$ cat src/rtl/clock_counter_pkg.sv
`default_nettype none
// ============================================================================
// Module      : clock_counter_pkg
// Description : Shared constants for the clock counter CSR front-end:
//               command codes, register address map, STATUS bit positions
//               and command sequencer state encoding.
// Revision    : 1.0 - initial release
// ============================================================================
package clock_counter_pkg;

  // Counter command codes (any code above CMD_SNAP is illegal)
  localparam logic [1:0] CMD_CLEAR = 2'd0;
  localparam logic [1:0] CMD_START = 2'd1;
  localparam logic [1:0] CMD_STOP  = 2'd2;
  localparam logic [1:0] CMD_SNAP  = 2'd3;

  // Word address map
  localparam logic [1:0] ADDR_CMD      = 2'd0;
  localparam logic [1:0] ADDR_STATUS   = 2'd1;
  localparam logic [1:0] ADDR_SNAPSHOT = 2'd2;
  localparam logic [1:0] ADDR_LIVE     = 2'd3;

  // STATUS register bit positions
  localparam int STATUS_RUN_BIT  = 0;
  localparam int STATUS_OVF_BIT  = 1;
  localparam int STATUS_ERR_BIT  = 2;
  localparam int STATUS_BUSY_BIT = 3;

  // Command sequencer state encoding
  localparam int         STATE_W   = 2;
  localparam logic [1:0] ST_IDLE   = 2'd0;
  localparam logic [1:0] ST_ISSUE  = 2'd1;
  localparam logic [1:0] ST_SETTLE = 2'd2;

  // Settle counter width; covers SETTLE_CYCLES up to 15
  localparam int SETTLE_CNT_W = 4;

endpackage
`default_nettype wire

$ cat src/rtl/cc_cmd_fsm.sv
`default_nettype none
// ============================================================================
// Module      : cc_cmd_fsm
// Description : IDLE/ISSUE/SETTLE command sequencer. A go pulse in IDLE
//               produces a single ISSUE cycle followed by SETTLE_CYCLES of
//               SETTLE, stalling the bus throughout.
// Revision    : 1.0 - initial release
// ============================================================================
module cc_cmd_fsm
  import clock_counter_pkg::*;
#(
  parameter int SETTLE_CYCLES = 2
) (
  input  logic clk,
  input  logic reset,
  input  logic i_go,
  output logic o_issue,
  output logic o_waitrequest,
  output logic o_busy
);

  localparam logic [SETTLE_CNT_W-1:0] c_SETTLE_LAST = SETTLE_CNT_W'(SETTLE_CYCLES - 1);

  logic [STATE_W-1:0]      r_state;
  logic [STATE_W-1:0]      w_next_state;
  logic [SETTLE_CNT_W-1:0] r_settle;

  // State register
  always_ff @(posedge clk) begin
    if (reset) begin
      r_state <= ST_IDLE;
    end else begin
      r_state <= w_next_state;
    end
  end

  // Settle counter: zeroed during ISSUE, counts SETTLE cycles
  always_ff @(posedge clk) begin
    if (reset) begin
      r_settle <= '0;
    end else if (r_state == ST_ISSUE) begin
      r_settle <= '0;
    end else if (r_state == ST_SETTLE) begin
      r_settle <= r_settle + 1'b1;
    end
  end

  // Next-state logic
  always_comb begin
    w_next_state = r_state;
    case (r_state)
      ST_IDLE:   if (i_go) w_next_state = ST_ISSUE;
      ST_ISSUE:  w_next_state = ST_SETTLE;
      ST_SETTLE: if (r_settle == c_SETTLE_LAST) w_next_state = ST_IDLE;
      default:   w_next_state = ST_IDLE;
    endcase
  end

  // Output decode: strobe only in ISSUE, stall in both non-idle states
  always_comb begin
    o_issue       = 1'b0;
    o_waitrequest = 1'b0;
    o_busy        = 1'b0;
    case (r_state)
      ST_ISSUE: begin
        o_issue       = 1'b1;
        o_waitrequest = 1'b1;
        o_busy        = 1'b1;
      end
      ST_SETTLE: begin
        o_waitrequest = 1'b1;
        o_busy        = 1'b1;
      end
      default: ;
    endcase
  end

endmodule
`default_nettype wire

$ cat src/rtl/clock_counter_csr.sv
`default_nettype none
// ============================================================================
// Module      : clock_counter_csr
// Description : Avalon-MM style control/status front-end for the clock
//               counter: command strobes, running state, snapshot register,
//               sticky overflow and illegal-command error.
// Revision    : 1.0 - initial release
// ============================================================================
module clock_counter_csr
  import clock_counter_pkg::*;
#(
  parameter int CNT_W         = 32,
  parameter int SETTLE_CYCLES = 2
) (
  input  logic             clk,
  input  logic             reset,
  input  logic [1:0]       avs_address,
  input  logic             avs_write,
  input  logic [CNT_W-1:0] avs_writedata,
  input  logic             avs_read,
  output logic [CNT_W-1:0] avs_readdata,
  output logic             avs_readdatavalid,
  output logic             avs_waitrequest,
  output logic             cnt_enable,
  output logic [CNT_W-1:0] cnt_command,
  input  logic [CNT_W-1:0] cnt_count,
  output logic             busy
);

  logic             w_issue;
  logic             w_wait;
  logic             w_busy;
  logic             w_wr_acc;
  logic             w_rd_acc;
  logic             w_cmd_legal;
  logic             w_cmd_go;
  logic             w_cmd_bad;
  logic [CNT_W-1:0] w_status;
  logic [CNT_W-1:0] w_rd_mux;

  logic [CNT_W-1:0] r_cmd;
  logic             r_running;
  logic             r_ovf;
  logic             r_err;
  logic [CNT_W-1:0] r_snapshot;
  logic [CNT_W-1:0] r_prev_count;
  logic [CNT_W-1:0] r_readdata;
  logic             r_readdatavalid;

  cc_cmd_fsm #(
    .SETTLE_CYCLES (SETTLE_CYCLES)
  ) u_cmd_fsm (
    .clk           (clk),
    .reset         (reset),
    .i_go          (w_cmd_go),
    .o_issue       (w_issue),
    .o_waitrequest (w_wait),
    .o_busy        (w_busy)
  );

  // A write wins over a simultaneous read; the read is simply dropped
  assign w_wr_acc    = avs_write & ~w_wait;
  assign w_rd_acc    = avs_read & ~avs_write & ~w_wait;
  assign w_cmd_legal = (avs_writedata[CNT_W-1:2] == '0);
  assign w_cmd_go    = w_wr_acc & (avs_address == ADDR_CMD) & w_cmd_legal;
  assign w_cmd_bad   = w_wr_acc & (avs_address == ADDR_CMD) & ~w_cmd_legal;

  // Latch the command code on acceptance; it holds after the strobe
  always_ff @(posedge clk) begin
    if (reset) begin
      r_cmd <= '0;
    end else if (w_cmd_go) begin
      r_cmd <= avs_writedata;
    end
  end

  // Running/overflow/error/snapshot state; CLEAR in ISSUE overrides overflow
  always_ff @(posedge clk) begin
    if (reset) begin
      r_running    <= 1'b0;
      r_ovf        <= 1'b0;
      r_err        <= 1'b0;
      r_snapshot   <= '0;
      r_prev_count <= '0;
    end else begin
      r_prev_count <= cnt_count;
      if (r_running && (cnt_count < r_prev_count)) begin
        r_ovf <= 1'b1;
      end
      if (w_cmd_bad) begin
        r_err <= 1'b1;
      end
      if (w_issue) begin
        case (r_cmd[1:0])
          CMD_CLEAR: begin
            r_running  <= 1'b0;
            r_ovf      <= 1'b0;
            r_err      <= 1'b0;
            r_snapshot <= '0;
          end
          CMD_START: r_running <= 1'b1;
          CMD_STOP: begin
            r_running  <= 1'b0;
            r_snapshot <= cnt_count;
          end
          CMD_SNAP:  r_snapshot <= cnt_count;
          default: ;
        endcase
      end
    end
  end

  // STATUS word assembly
  always_comb begin
    w_status                  = '0;
    w_status[STATUS_RUN_BIT]  = r_running;
    w_status[STATUS_OVF_BIT]  = r_ovf;
    w_status[STATUS_ERR_BIT]  = r_err;
    w_status[STATUS_BUSY_BIT] = w_busy;
  end

  // Read mux; the CMD register is write-only and reads as zero
  always_comb begin
    w_rd_mux = '0;
    case (avs_address)
      ADDR_STATUS:   w_rd_mux = w_status;
      ADDR_SNAPSHOT: w_rd_mux = r_snapshot;
      ADDR_LIVE:     w_rd_mux = cnt_count;
      default:       w_rd_mux = '0;
    endcase
  end

  // Fixed one-cycle read latency; data bus is zero outside the valid strobe
  always_ff @(posedge clk) begin
    if (reset) begin
      r_readdatavalid <= 1'b0;
      r_readdata      <= '0;
    end else begin
      r_readdatavalid <= w_rd_acc;
      r_readdata      <= w_rd_acc ? w_rd_mux : '0;
    end
  end

  assign avs_readdata      = r_readdata;
  assign avs_readdatavalid = r_readdatavalid;
  assign avs_waitrequest   = w_wait;
  assign cnt_enable        = w_issue;
  assign cnt_command       = r_cmd;
  assign busy              = w_busy;

endmodule
`default_nettype wire

$ cat config.mk
export PLATFORM = sky130hd
export DESIGN_NAME = clock_counter_csr
export DESIGN_NICKNAME = d
export VERILOG_FILES = /design/src/rtl/clock_counter_pkg.sv /design/src/rtl/cc_cmd_fsm.sv /design/src/rtl/clock_counter_csr.sv
export SDC_FILE = /design/constraint.sdc
export NUM_CORES = 1
export LEC_CHECK = 0
export CAP_MARGIN = 5
export CORE_MARGIN = 8
export CORE_UTILIZATION = 52
export CTS_BUF_LIST = sky130_fd_sc_hd__clkbuf_16
export DETAILED_ROUTE_END_ITERATION = 10
export PLACE_DENSITY = 0.86
export RECOVER_POWER = 100
export SLEW_MARGIN = 40
export SYNTH_ARGS = -nofsm -noshare
export SYNTH_HDL_FRONTEND = slang
export SYNTH_SLANG_ARGS = --single-unit
export TNS_END_PERCENT = 10
$ cat constraint.sdc
create_clock -name clk -period 5.8 [get_ports clk]
set_clock_uncertainty 0.15 [all_clocks]
set_input_delay 1.45 -clock clk [delete_from_list [all_inputs] [get_ports clk]]
set_output_delay 1.45 -clock clk [all_outputs]
set_load 0.03 [all_outputs]
# --- Yosys cells after proc, flatten, opt, wreduce, memory -nomap -nowiden ---
# Index checks and enable logic that the tools add are counted.
totals:
  register_bits: 138
  inputBits: 70
  out_inout_bits: 68
  elab_cells: 62
op_classes:
  n_addsub: 1
  magnitude_cmp: 1
  n_eq_ne: 11
  muxes: 14
  bitwise_logic: 10
  reduce_logical: 15
ops:
  columns: ["cell", "n"]
  rows:
  - ["case mux 32 bit (3 select lines)", 1]
  - ["case mux 32 bit (2 select lines)", 1]
  - ["< comparator 32 bit", 1]
  - ["logical NOT 30 bit", 1]
  - ["== test 2 bit, second input constant", 5]
  - ["OR reduction 2 bit", 5]
  - ["2-to-1 mux 1 bit", 8]
  - ["AND 1 bit", 6]
  - ["== test 2 x 1 -> 1 bit, second input constant", 3]
  - ["logical NOT 2 bit", 3]
  - ["case mux 2 bit (3 select lines)", 1]
  - ["AND reduction 2 bit", 3]
  - ["adder 4 x 1 -> 4 bit, second input constant", 1]
  - ["== test 4 x 1 -> 1 bit, second input constant", 1]
  - ["2-to-1 mux 2 bit", 2]
  - ["NOT 1 bit", 4]
  - ["nonzero test 2 bit", 2]
  - ["inequality test 2 x 1 -> 1 bit, second input constant", 1]
  - ["inequality test 2 bit, second input constant", 1]
  - ["case mux 1 bit (2 select lines)", 1]
  - ["logical AND 1 bit", 1]

# --- Longest topological paths before layout ---
# Gate-level depths: netlist (run 1).
logic_depth:
  depth_word: 10
  ltp_mapped: 7
  depth_no_buf: 7

# --- Modules after synthesis ---
# Synthesis (run 1) repeated with hierarchy kept, for this count alone.
hier_totals:
  hier_cells: 496
  hier_area_um2: 5302.6
by_module_without_submodules:
  columns: ["mod", "n_inst", "cells_each", "area_per_inst_um2", "seq_area_each_um2"]
  rows:
  - ["clock_counter_csr", 1, 461, 4956.0, 2642.5]
  - ["cc_cmd_fsm", 1, 35, 346.6, 120.1]

# --- Least setup slack after synthesis (run 1) ---
# OpenSTA, ideal clock, no wires.
synth_timing:
  path_type: "input to register"
  from: "in avs_address[1]"
  to: "reg r_cmd[10] (netlist: cnt_command[10])"
  setup_time_ns: 0.113
  arrival_time_ns: 2.760
  required_ns: 5.537
  path_slack_ns: 2.777
  path_stages: 6
  path_buffers: 2
  path_cell_list: "buf_2 > or4b_4 > nor3_4 > nor2_2 > buf_6 > and2_4"
synth_between:
  elab_chain_cells: 3
synth_rtl:
  columns: ["item", "line", "text"]
  rows:
  - ["start, declared", "clock_counter_csr.sv:17", "input logic [1:0] avs_address,"]
  - ["logical NOT 2 bit", "clock_counter_csr.sv:65", "assign w_cmd_go = w_wr_acc & (avs_address == ADDR_CMD) & w_cmd_legal;"]
  - ["AND 1 bit (2 in a row)", "clock_counter_csr.sv:65", null]
  - ["end signal, assigned", "clock_counter_csr.sv:73", "r_cmd <= avs_writedata;"]
  - ["end, declared", "clock_counter_csr.sv:41", "logic [CNT_W-1:0] r_cmd;"]
# Every way passes these cells.
# A chain may end at the register's enable or synchronous reset.

==> results.py, run 1 <==
metrics = {
    "global_route": {
        "grt_max_degree": 47,
        "antenna_found_initial": 0,
        "grt_pass1_wl_mm": 19.84,
        "grt_overflow": 0,
        "grt_pass1_vias": 4120,
        "grt_usage_pct": 18.36,
    },
    "yosys": {
        "yosys_warnings": 0,
        "ys_ff_latch": 138,
        "synth_area_mm2": 0.005284,
        "syn_nets": 602,
        "yosysSeqAreaShare_pct": 52.29,
        "ys.flop_type": "dfxtp_1",
        "yosysUniqueCellTypes": 44,
        "synth_area_leader_cell": "dfxtp_1",
        "synth_edf_count": 0,
        "synth.top_cell.area_share_pct": 52.29,
        "ys_async_sr_fraction_pct": 0,
        "synthCells": 496,
        "yosys.cell_count.top_type": "dfxtp_1",
        "synth.avg_cell_area_um2": 10.65,
        "synth_area_leaders": "dfxtp_1 (52%), ha_1 (8.5%), mux2i_1 (5.9%)",
        "yosys-top-cells-count": "dfxtp_1 (138), nor2_1 (40), inv_1 (38)",
    },
    "placement": {
        "io_buffer_count": 137,
        "dp_cells": 750,
        "pre_cts_slack_ns": 2.129,
        "dp_hpwl_mm": 8.842,
        "gp_congestion": 0.7566,
    },
    "drt": {
        "drt.antenna.violating_nets": 0,
        "avgRoutedWirePerCell_um": 15.80,
        "dr.first_iter.drc_count": 202,
        "drt-total-wl_mm": 12.35,
        "drc": 0,
        "dr.pass1.iters": 4,
        "vias": 3947,
        "vias_per_cell": 5.047,
    },
    "finish": {
        "n_antenna_cell": 0,
        "fillers": 742,
        "finalNetCount": 739,
        "final_layout_size_suffix_gt1_share_pct": 10.06,
        "area_growth_pct": 36.80,
        "layout.cells.non_filler": 782,
    },
    "sta": {
        "timing.fmax_mhz": 238.3,
        "fin_tns_setup_ns": 0,
        "finalMaxSlewViolations": 80,
        "period_minus_slack_ns": 4.196,
        "period_share_pct": 72.35,
        "slew-limit-headroom_pct": -34.77,
        "finalSetupViolations": 0,
        "rsz0062_at_grt": "false",
        "worst_pin_slew_ns": 2.022,
        "hold_viol_final": 0,
        "fin_ws_ns": 1.604,
    },
    "flow_run": {
        "max-cap-violations": 2,
    },
    "clock_network": {
        "htree_levels": 4,
        "clk_latency_ns": 0.41,
        "post_cts_buffers": 0,
        "numCtsBuffers": 17,
        "cts.sinks": 138,
        "cts_tree": "done",
        "cts_root_buffer": "clkbuf_16",
        "cts.clk_slew.worst_paths_ns": 0.06,
        "cts.repair.resized": 0,
        "hold_buffers": 0,
        "clockBufferDepth": 2,
    },
    "critical_path": {
        "crit_path_start_kind": "input port",
        "path_class": "input port to flop",
        "cp_num_buf_inv": 2,
        "cp_max_fo": 46,
        "cpMaxStageDelayCell": "clkbuf_1",
        "cpMostUsedCell": "clkbuf_1",
        "cp-end-kind": "flop",
        "crit_chain": "clkbuf_1 > nand2b_1 > nor2_2 > clkbuf_1 > a22o_1",
        "arrival_ns": 4.34,
        "cp.required_ns": 5.94,
        "slowest_delay_ns": 1.42,
        "critPathTopFamily": "buffers and inverters",
    },
    "floorplan": {
        "core-area_mm2": 0.01009,
        "initial_core_util_pct": 52.36,
        "die_w_um": 116.8,
        "dieHeight_um": 116.8,
        "pin_count": 138,
        "die-area_mm2": 0.01364,
        "row_count": 37,
    },
    "pwr": {
        "power_density_mw_per_mm2": 297.5,
        "p_leak_nw": 3.153,
        "ir_worst_vdd_uv": 193.3,
    },
    "status": {
        "status": "finished, violations left",
        "violations": "max-capacitance violations, max-slew violations",
    },
    "worst_hold_path": {
        "worstHoldPathType": "flop to flop",
    },
}
-- kinds of logic after synthesis --
family	share of synthesized area (%)
and+or+nand+nor	17.07
DFF	52.29
AOI/OAI and AO/OA	10.23
buffers and inverters	5.091
adders and majority gates	8.525
muxes	6.299
xor gates and xnor gates	0.4974
-- tightest hold or removal path: cells and delay by family, from the launching register on --
family | cells | cell delay [ns]
buffers and inverters | 1 | 0.05
flip-flops | 1 | 0.29
AO/OA/AOI/OAI | 1 | 0.07
-- layer usage --
| layer | global-route usage (%) | vias up | share of wire (%) |
|---|---|---|---|
| li1 | - | 1959 | - |
| met1 | 21.34 | 1850 | 43 |
| met2 | 31.18 | 126 | 46 |
| met3 | 6.260 | 12 | 10 |
| met4 | 5.802 | 0 | 0.96 |
| met5 | 0 | - | 0 |
-- cells in the final DEF (no fill, tap or decap), drive strengths merged, types with 2 or more instances in the layout --
master / count
clkbuf: 19
nor4: 7
or4b: 2
nor2b: 34
inv: 46
clkinv: 4
and2: 30
nor3: 6
o211ai: 2
ha: 36
dfxtp: 138
dlygate4sd3: 69
nand4: 4
a22oi: 5
mux2i: 31
o21ai: 6
nor2: 41
a221oi: 2
clkdlybuf4s50: 66
and4: 2
o2111ai: 2
nand2: 19
a21oi: 15
nand3: 2
a22o: 32
buf: 3
xor2: 2
clkinvlp: 4
mux2: 2
nand2b: 4
a2111oi: 2
o21a: 2
-- registers in the layout (all words and copies together), names as in the netlist --
signal,cells
avs_readdata,32
avs_readdatavalid,1
cnt_command,32
r_err,1
r_ovf,1
r_prev_count,32
r_running,1
r_snapshot,32
u_cmd_fsm.r_settle,4
u_cmd_fsm.r_state,2
-- where the power goes --
group          leakage (nW)  total, mW  internal, mW  switching (mW)
sequential             1.12      0.966         0.963         0.00374
clock                 0.270       1.02         0.598           0.426
combinational          1.76      0.160        0.0836          0.0766
-- metrics by stage --
step | instance area, um^2 | hold WS, ns | power [mW] | utilization [%]
after global placement | 6725 | 0.2887 | 1.143 | 66.64
final | 7228 | 0.3101 | 2.150 | 71.62
after CTS | 7297 | 0.2996 | 2.172 | 72.30
after floorplan | 5284 | 0.2753 | 1.071 | -
after global routing | 7228 | 0.3333 | 2.234 | 71.62
after detailed placement | 6730 | 0.2918 | 1.150 | 66.69
-- layout make-up --
cell class / instances / area, um^2 / area share (%)
Clock buffer: 17 / 425.4 / 5.885
Clock inverter: 15 / 141.4 / 1.956
Inverter: 40 / 150.1 / 2.077
Multi-Input combinational cell: 296 / 2200 / 30.43
Sequential cell: 138 / 2763 / 38.22
Tap cell: 136 / 170.2 / 2.354
Timing Repair Buffer: 140 / 1379 / 19.08
-- path summary, 6_finish.rpt --
check / start / endpoint / slack, ns / cells after the start
hold reg to reg: r_err$_SDFF_PP0_ / r_err$_SDFF_PP0_ / 0.31 / 2
setup reg to reg: u_cmd_fsm.r_state[0]$_SDFFE_PP0P_ / cnt_command[14]$_SDFFE_PP0P_ / 2.65 / 6
setup / recovery: reset / r_snapshot[0]$_SDFFE_PP0P_ / 1.60 / 5
hold / removal: r_err$_SDFF_PP0_ / r_err$_SDFF_PP0_ / 0.31 / 2
No activity file was read; power rests on OpenSTA's default activity.
==> run 2, diff against run 1 <==
CORE_UTILIZATION = 48   (was 52)
PLACE_DENSITY = 0.8   (was 0.86)
clock period = 4.3 ns   (was 5.8 ns; I/O delays follow)
==> run 2 against run 1 <==
The flow still finishes with violations (max-capacitance violations, max-slew violations). Utilization is 4.2 points lower. First-iteration DRC count is 28% lower. Sequential power is 35% higher. Setup slack worse by 0.73 ns. Sequential share of layout area is 0.25 points lower. Clock power is 45% higher. Hold slack better by 0.0018 ns. Critical path depth stayed put. Clock-buffer cell count stayed put. Power is 40% higher. Highest routed layer is now met5.
==> results.py, run 2 (synthesized netlist as in run 1, its figures left out) <==
metrics = {
    "status": {
        "status": "finished, violations left",
        "violations": "max-capacitance violations, max-slew violations",
    },
    "global_route": {
        "grt_overflow": 0,
        "grt_max_degree": 47,
        "grt_usage_pct": 17.74,
        "grt_pass1_vias": 4194,
        "antenna_found_initial": 1,
        "grt_pass1_wl_mm": 20.89,
    },
    "critical_path": {
        "cp.required_ns": 4.45,
        "arrival_ns": 3.57,
        "timing.rr.end": "cnt_command[29]$_SDFFE_PP0P_",
        "r2r_slack_ns": 1.38,
        "path_class": "input port to flop",
        "r2r-start": "u_cmd_fsm.r_state[0]$_SDFFE_PP0P_",
        "r2r_cells": 6,
        "cp_max_fo": 30,
        "cp-end-kind": "flop",
        "crit_path_start_kind": "input port",
    },
    "finish": {
        "finish.utilization_pct": 67.41,
        "multiInputGateArea_mm2": 0.002202,
        "fillers": 816,
        "regArea_mm2": 0.002763,
        "area_growth_pct": 37.70,
        "mostFrequentLayoutCells": "dfxtp_1 (138), dlygate4sd3_1 (102), inv_1 (39), nor2_1 (39), ha_1 (36)",
        "postLayoutCellArea_mm2": 0.007276,
        "n_antenna_cell": 0,
        "layout_commonest_cell": "dfxtp_1",
        "final_layout_size_suffix_gt1_share_pct": 9.938,
        "finalNetCount": 739,
    },
    "worst_hold_path": {
        "worstHoldPathType": "flop to flop",
        "min_path_cells": 1,
        "min_to": "cnt_command[27]$_SDFFE_PP0P_",
        "min_from": "cnt_command[27]$_SDFFE_PP0P_",
    },
    "clock_network": {
        "cts_tree": "done",
        "clk_latency_ns": 0.41,
        "numCtsBuffers": 17,
        "htree_levels": 4,
        "cts.repair.resized": 0,
        "hold_buffers": 0,
        "cts.clk_slew.worst_paths_ns": 0.05,
        "post_cts_buffers": 0,
        "cts_root_buffer": "clkbuf_16",
        "cts.sinks": 138,
        "clockBufferDepth": 2,
    },
    "sta": {
        "period_minus_slack_ns": 3.423,
        "finalSetupViolations": 0,
        "fin_tns_setup_ns": 0,
        "period_share_pct": 79.61,
        "worst_pin_slew_ns": 1.651,
        "rsz0062_at_grt": "false",
        "fin_ws_ns": 0.8766,
        "slew-limit-headroom_pct": -10.04,
        "finalMaxSlewViolations": 33,
        "hold_viol_final": 0,
        "timing.fmax_mhz": 292.1,
    },
    "drt": {
        "vias": 3982,
        "avgRoutedWirePerCell_um": 16.02,
        "drt-total-wl_mm": 12.56,
        "vias_per_cell": 5.079,
        "drc": 0,
        "drt.antenna.violating_nets": 0,
        "dr.first_iter.drc_count": 145,
        "dr.pass1.iters": 4,
    },
    "floorplan": {
        "die-area_mm2": 0.01462,
        "die_w_um": 120.9,
        "dieHeight_um": 120.9,
        "pin_count": 138,
        "initial_core_util_pct": 48.96,
        "core-area_mm2": 0.01079,
        "row_count": 38,
    },
    "pwr": {
        "pwr-share-comb_pct": 7.1,
        "pwr-share-clk_pct": 49.5,
        "power_density_mw_per_mm2": 412.4,
        "swShare_pct": 21.21,
        "seq_power_share_pct": 43.5,
        "p_switching_mw": 0.6365,
        "p_leak_nw": 3.179,
        "cellInternalPower_mw": 2.364,
        "ir_worst_vdd_uv": 272.5,
    },
    "flow_run": {
        "max-cap-violations": 1,
    },
    "placement": {
        "dp_hpwl_mm": 8.972,
        "io_buffer_count": 137,
        "place_area_mm2": 0.006735,
        "gp_congestion": 0.9217,
        "pre_cts_slack_ns": 0.9478,
    },
}
-- run 2: worst max-delay path, stage by stage --
cell,delay [ns]
dlygate4sd3_1,0.67
or4b_1,0.53
nor3_1,0.65
nor2_2,0.34
and2_2,0.30
-- run 2: routing by layer --
metal  GRT usage, %  wire (um)  vias up
met2          29.36       5736      135
met1          20.50       5594     1865
met4          7.650        255        2
met5              0          8        -
met3          5.956        969       24
li1               -          -     1956
-- run 2: how the worst max path moves through the flow --
stage	start	endpoint	slack, ns	cells past startpoint
after floorplan	avs_address[1]	cnt_command[10]$_SDFFE_PP0P_	1.65	6
after global placement	avs_address[1]	cnt_command[4]$_SDFFE_PP0P_	0.97	5
after detailed placement	avs_address[1]	cnt_command[3]$_SDFFE_PP0P_	0.95	5
after CTS	u_cmd_fsm.r_state[1]$_SDFFE_PP0P_	cnt_enable	1.12	3
after global routing	avs_address[1]	cnt_command[22]$_SDFFE_PP0P_	0.79	5
final	avs_address[1]	cnt_command[29]$_SDFFE_PP0P_	0.88	5
-- run 2: per-stage QoR --
| stage | instances | hold WS, ns | total power, mW |
|---|---|---|---|
| after floorplan | 496 | 0.2753 | 1.444 |
| after global placement | 754 | 0.2998 | 1.543 |
| after CTS | 784 | 0.3229 | 3.037 |
| after global routing | 784 | 0.3299 | 3.110 |
| after detailed placement | 754 | 0.3061 | 1.554 |
| final | 784 | 0.3119 | 3.001 |
-- run 2: area by class of cell --
cell class / instances / area share [%]
Inverter: 40 / 2.064
Timing Repair Buffer: 140 / 19.00
Multi-Input combinational cell: 296 / 30.27
Tap cell: 140 / 2.408
Clock buffer: 17 / 5.847
Sequential cell: 138 / 37.97
Clock inverter: 13 / 2.442
-- run 2: power by group through the flow --
stage	Combinational (mW)	Clock (mW)	Sequential, mW
5_1_grt	0.238	1.57	1.31
6_report	0.212	1.48	1.30
3_5_place_dp	0.222	0	1.33
3_3_place_gp	0.212	0	1.33
4_1_cts	0.224	1.51	1.30
2_1_floorplan	0.107	0	1.34
==> run 3, diff against run 2 <==
CORE_UTILIZATION = 44   (was 48)
PLACE_DENSITY = 0.77   (was 0.8)
clock period = 2.8 ns   (was 4.3 ns; I/O delays follow)
==> run 3 against run 2 <==
The flow now finishes without violations. Highest routed layer is now met4. Die area is 7.9% higher. Critical path depth is 2 higher. Clock-buffer cell count stayed put. Power is 56% higher. Register-to-register slack worse by 1.1 ns. Non-clock buffer count is 6 higher.
==> results.py, run 3 (synthesized netlist as in run 1, its figures left out) <==
metrics = {
    "status": {
        "status": "finished clean",
    },
    "pwr": {
        "seq_power_share_pct": 42.8,
        "pwr-share-comb_pct": 7.2,
        "power_density_mw_per_mm2": 637.6,
        "total_power_mw": 4.675,
        "ir_worst_vdd_uv": 459.6,
        "cellInternalPower_mw": 3.656,
        "pwr-share-clk_pct": 50.0,
        "p_leak_nw": 3.203,
        "p_switching_mw": 1.019,
        "swShare_pct": 21.79,
    },
    "placement": {
        "place_area_mm2": 0.006789,
        "dp_hpwl_mm": 9.058,
        "gp_congestion": 0.9042,
        "io_buffer_count": 137,
        "dp_cells": 767,
    },
    "clock_network": {
        "clockBufferDepth": 2,
        "cts_tree": "done",
        "cts_root_buffer": "clkbuf_16",
        "cts.sinks": 138,
        "htree_levels": 4,
        "cts.repair.resized": 3,
        "cts.clk_slew.worst_paths_ns": 0.06,
        "hold_buffers": 0,
        "clk_latency_ns": 0.41,
        "post_cts_buffers": 0,
        "numCtsBuffers": 17,
    },
    "finish": {
        "n_antenna_cell": 0,
        "fillers": 997,
        "finish.utilization_pct": 61.81,
        "finalNetCount": 745,
        "layout.cells.non_filler": 799,
        "mostFrequentLayoutCells": "dfxtp_1 (138), dlygate4sd3_1 (79), clkdlybuf4s50_1 (53), inv_1 (39), nor2_1 (39)",
        "layout_commonest_cell": "dfxtp_1",
        "area_growth_pct": 38.76,
        "postLayoutCellArea_mm2": 0.007332,
        "final_layout_size_suffix_gt1_share_pct": 9.816,
    },
    "critical_path": {
        "cp_max_fo": 5,
        "r2r_slack_ns": 0.25,
        "cp.required_ns": 2.97,
        "arrival_ns": 2.72,
        "path_class": "flop to flop",
        "crit_path_start_kind": "flop",
        "cp-end-kind": "flop",
    },
    "floorplan": {
        "dieHeight_um": 125.6,
        "row_count": 40,
        "die_w_um": 125.6,
        "pin_count": 138,
        "core-area_mm2": 0.01186,
        "initial_core_util_pct": 44.55,
        "die-area_mm2": 0.01577,
    },
    "drt": {
        "vias_per_cell": 4.961,
        "dr.pass1.iters": 4,
        "drt.antenna.violating_nets": 0,
        "drc": 0,
        "drt-total-wl_mm": 12.69,
        "avgRoutedWirePerCell_um": 15.88,
        "dr.first_iter.drc_count": 146,
        "vias": 3964,
    },
    "sta": {
        "period_minus_slack_ns": 2.549,
        "hold_viol_final": 0,
        "worst_pin_slew_ns": 0.7484,
        "slew-limit-headroom_pct": 50.11,
        "timing.fmax_mhz": 392.3,
        "finalSetupViolations": 0,
        "finalMaxSlewViolations": 0,
        "period_share_pct": 91.03,
        "fin_tns_setup_ns": 0,
        "rsz0062_at_grt": "false",
    },
    "flow_run": {
        "max-cap-violations": 0,
    },
    "worst_hold_path": {
        "worstHoldPathType": "flop to flop",
    },
    "global_route": {
        "grt_pass1_vias": 4169,
        "grt_overflow": 0,
        "grt_usage_pct": 16.70,
        "antenna_found_initial": 0,
        "grt_pass1_wl_mm": 21.38,
        "grt_max_degree": 34,
    },
}
## run 3: cell types whose count changed in the layout (fill, tap and decap cells not counted), sizes merged
cell,previous run,this run
clkdlybuf4s50,33,53
clkinvlp,4,3
clkbuf,18,21
buf,4,7
clkinv,5,8
dlygate4sd2,0,3
dlygate4sd3,102,79
## run 3: stage by stage
stage          hold slack, ns  setup slack, ns
2_1_floorplan          0.2753           0.4520
3_3_place_gp           0.2915           0.1173
3_5_place_dp           0.2936           0.1432
4_1_cts                0.3030           0.2480
5_1_grt                0.3234           0.1240
6_report               0.3010           0.2512
## run 3: layer usage
metal  vias to the layer above  routed length, um  GRT usage (%)
met5                         -                  0              0
met4                         0                129          4.943
met3                        12                883          6.800
met2                       117               5617          26.57
met1                      1872               6060          20.23
li1                       1963                  -              -
## run 3: critical path: stages, from the launching register on
cell	delay, ns
dfxtp_1	0.35
inv_1	0.07
ha_1	0.37
or4b_1	0.58
nor3_1	0.41
buf_4	0.23
a21oi_1	0.07
a211oi_1	0.22
## run 3: cell type report
type / count / area, um^2 / share of cell area (%)
sequential: 138 / 2763 / 37.68
inverter: 40 / 150.1 / 2.048
clock buffer: 17 / 425.4 / 5.802
tap: 147 / 183.9 / 2.509
clock inverter: 15 / 200.2 / 2.730
multi-input combinational: 296 / 2195 / 29.93
timing repair buffer: 146 / 1415 / 19.30
## run 3: worst paths after layout
path                                      from                           endpoint  cells after the start
min reg2reg                   r_err$_SDFF_PP0_                   r_err$_SDFF_PP0_                      2
max reg2reg  u_cmd_fsm.r_state[0]$_SDFFE_PP0P_  u_cmd_fsm.r_state[0]$_SDFFE_PP0P_                      7
min                           r_err$_SDFF_PP0_                   r_err$_SDFF_PP0_                      2
max          u_cmd_fsm.r_state[0]$_SDFFE_PP0P_  u_cmd_fsm.r_state[0]$_SDFFE_PP0P_                      7
## run 3: power by group through the flow
| stage | sequential, mW | clock (mW) | combinational (mW) |
|---|---|---|---|
| after floorplan | 2.05 | 0 | 0.164 |
| after global placement | 2.04 | 0 | 0.332 |
| after detailed placement | 2.05 | 0 | 0.345 |
| after CTS | 2.00 | 2.38 | 0.348 |
| after global routing | 2.00 | 2.48 | 0.373 |
| final | 2.00 | 2.34 | 0.335 |
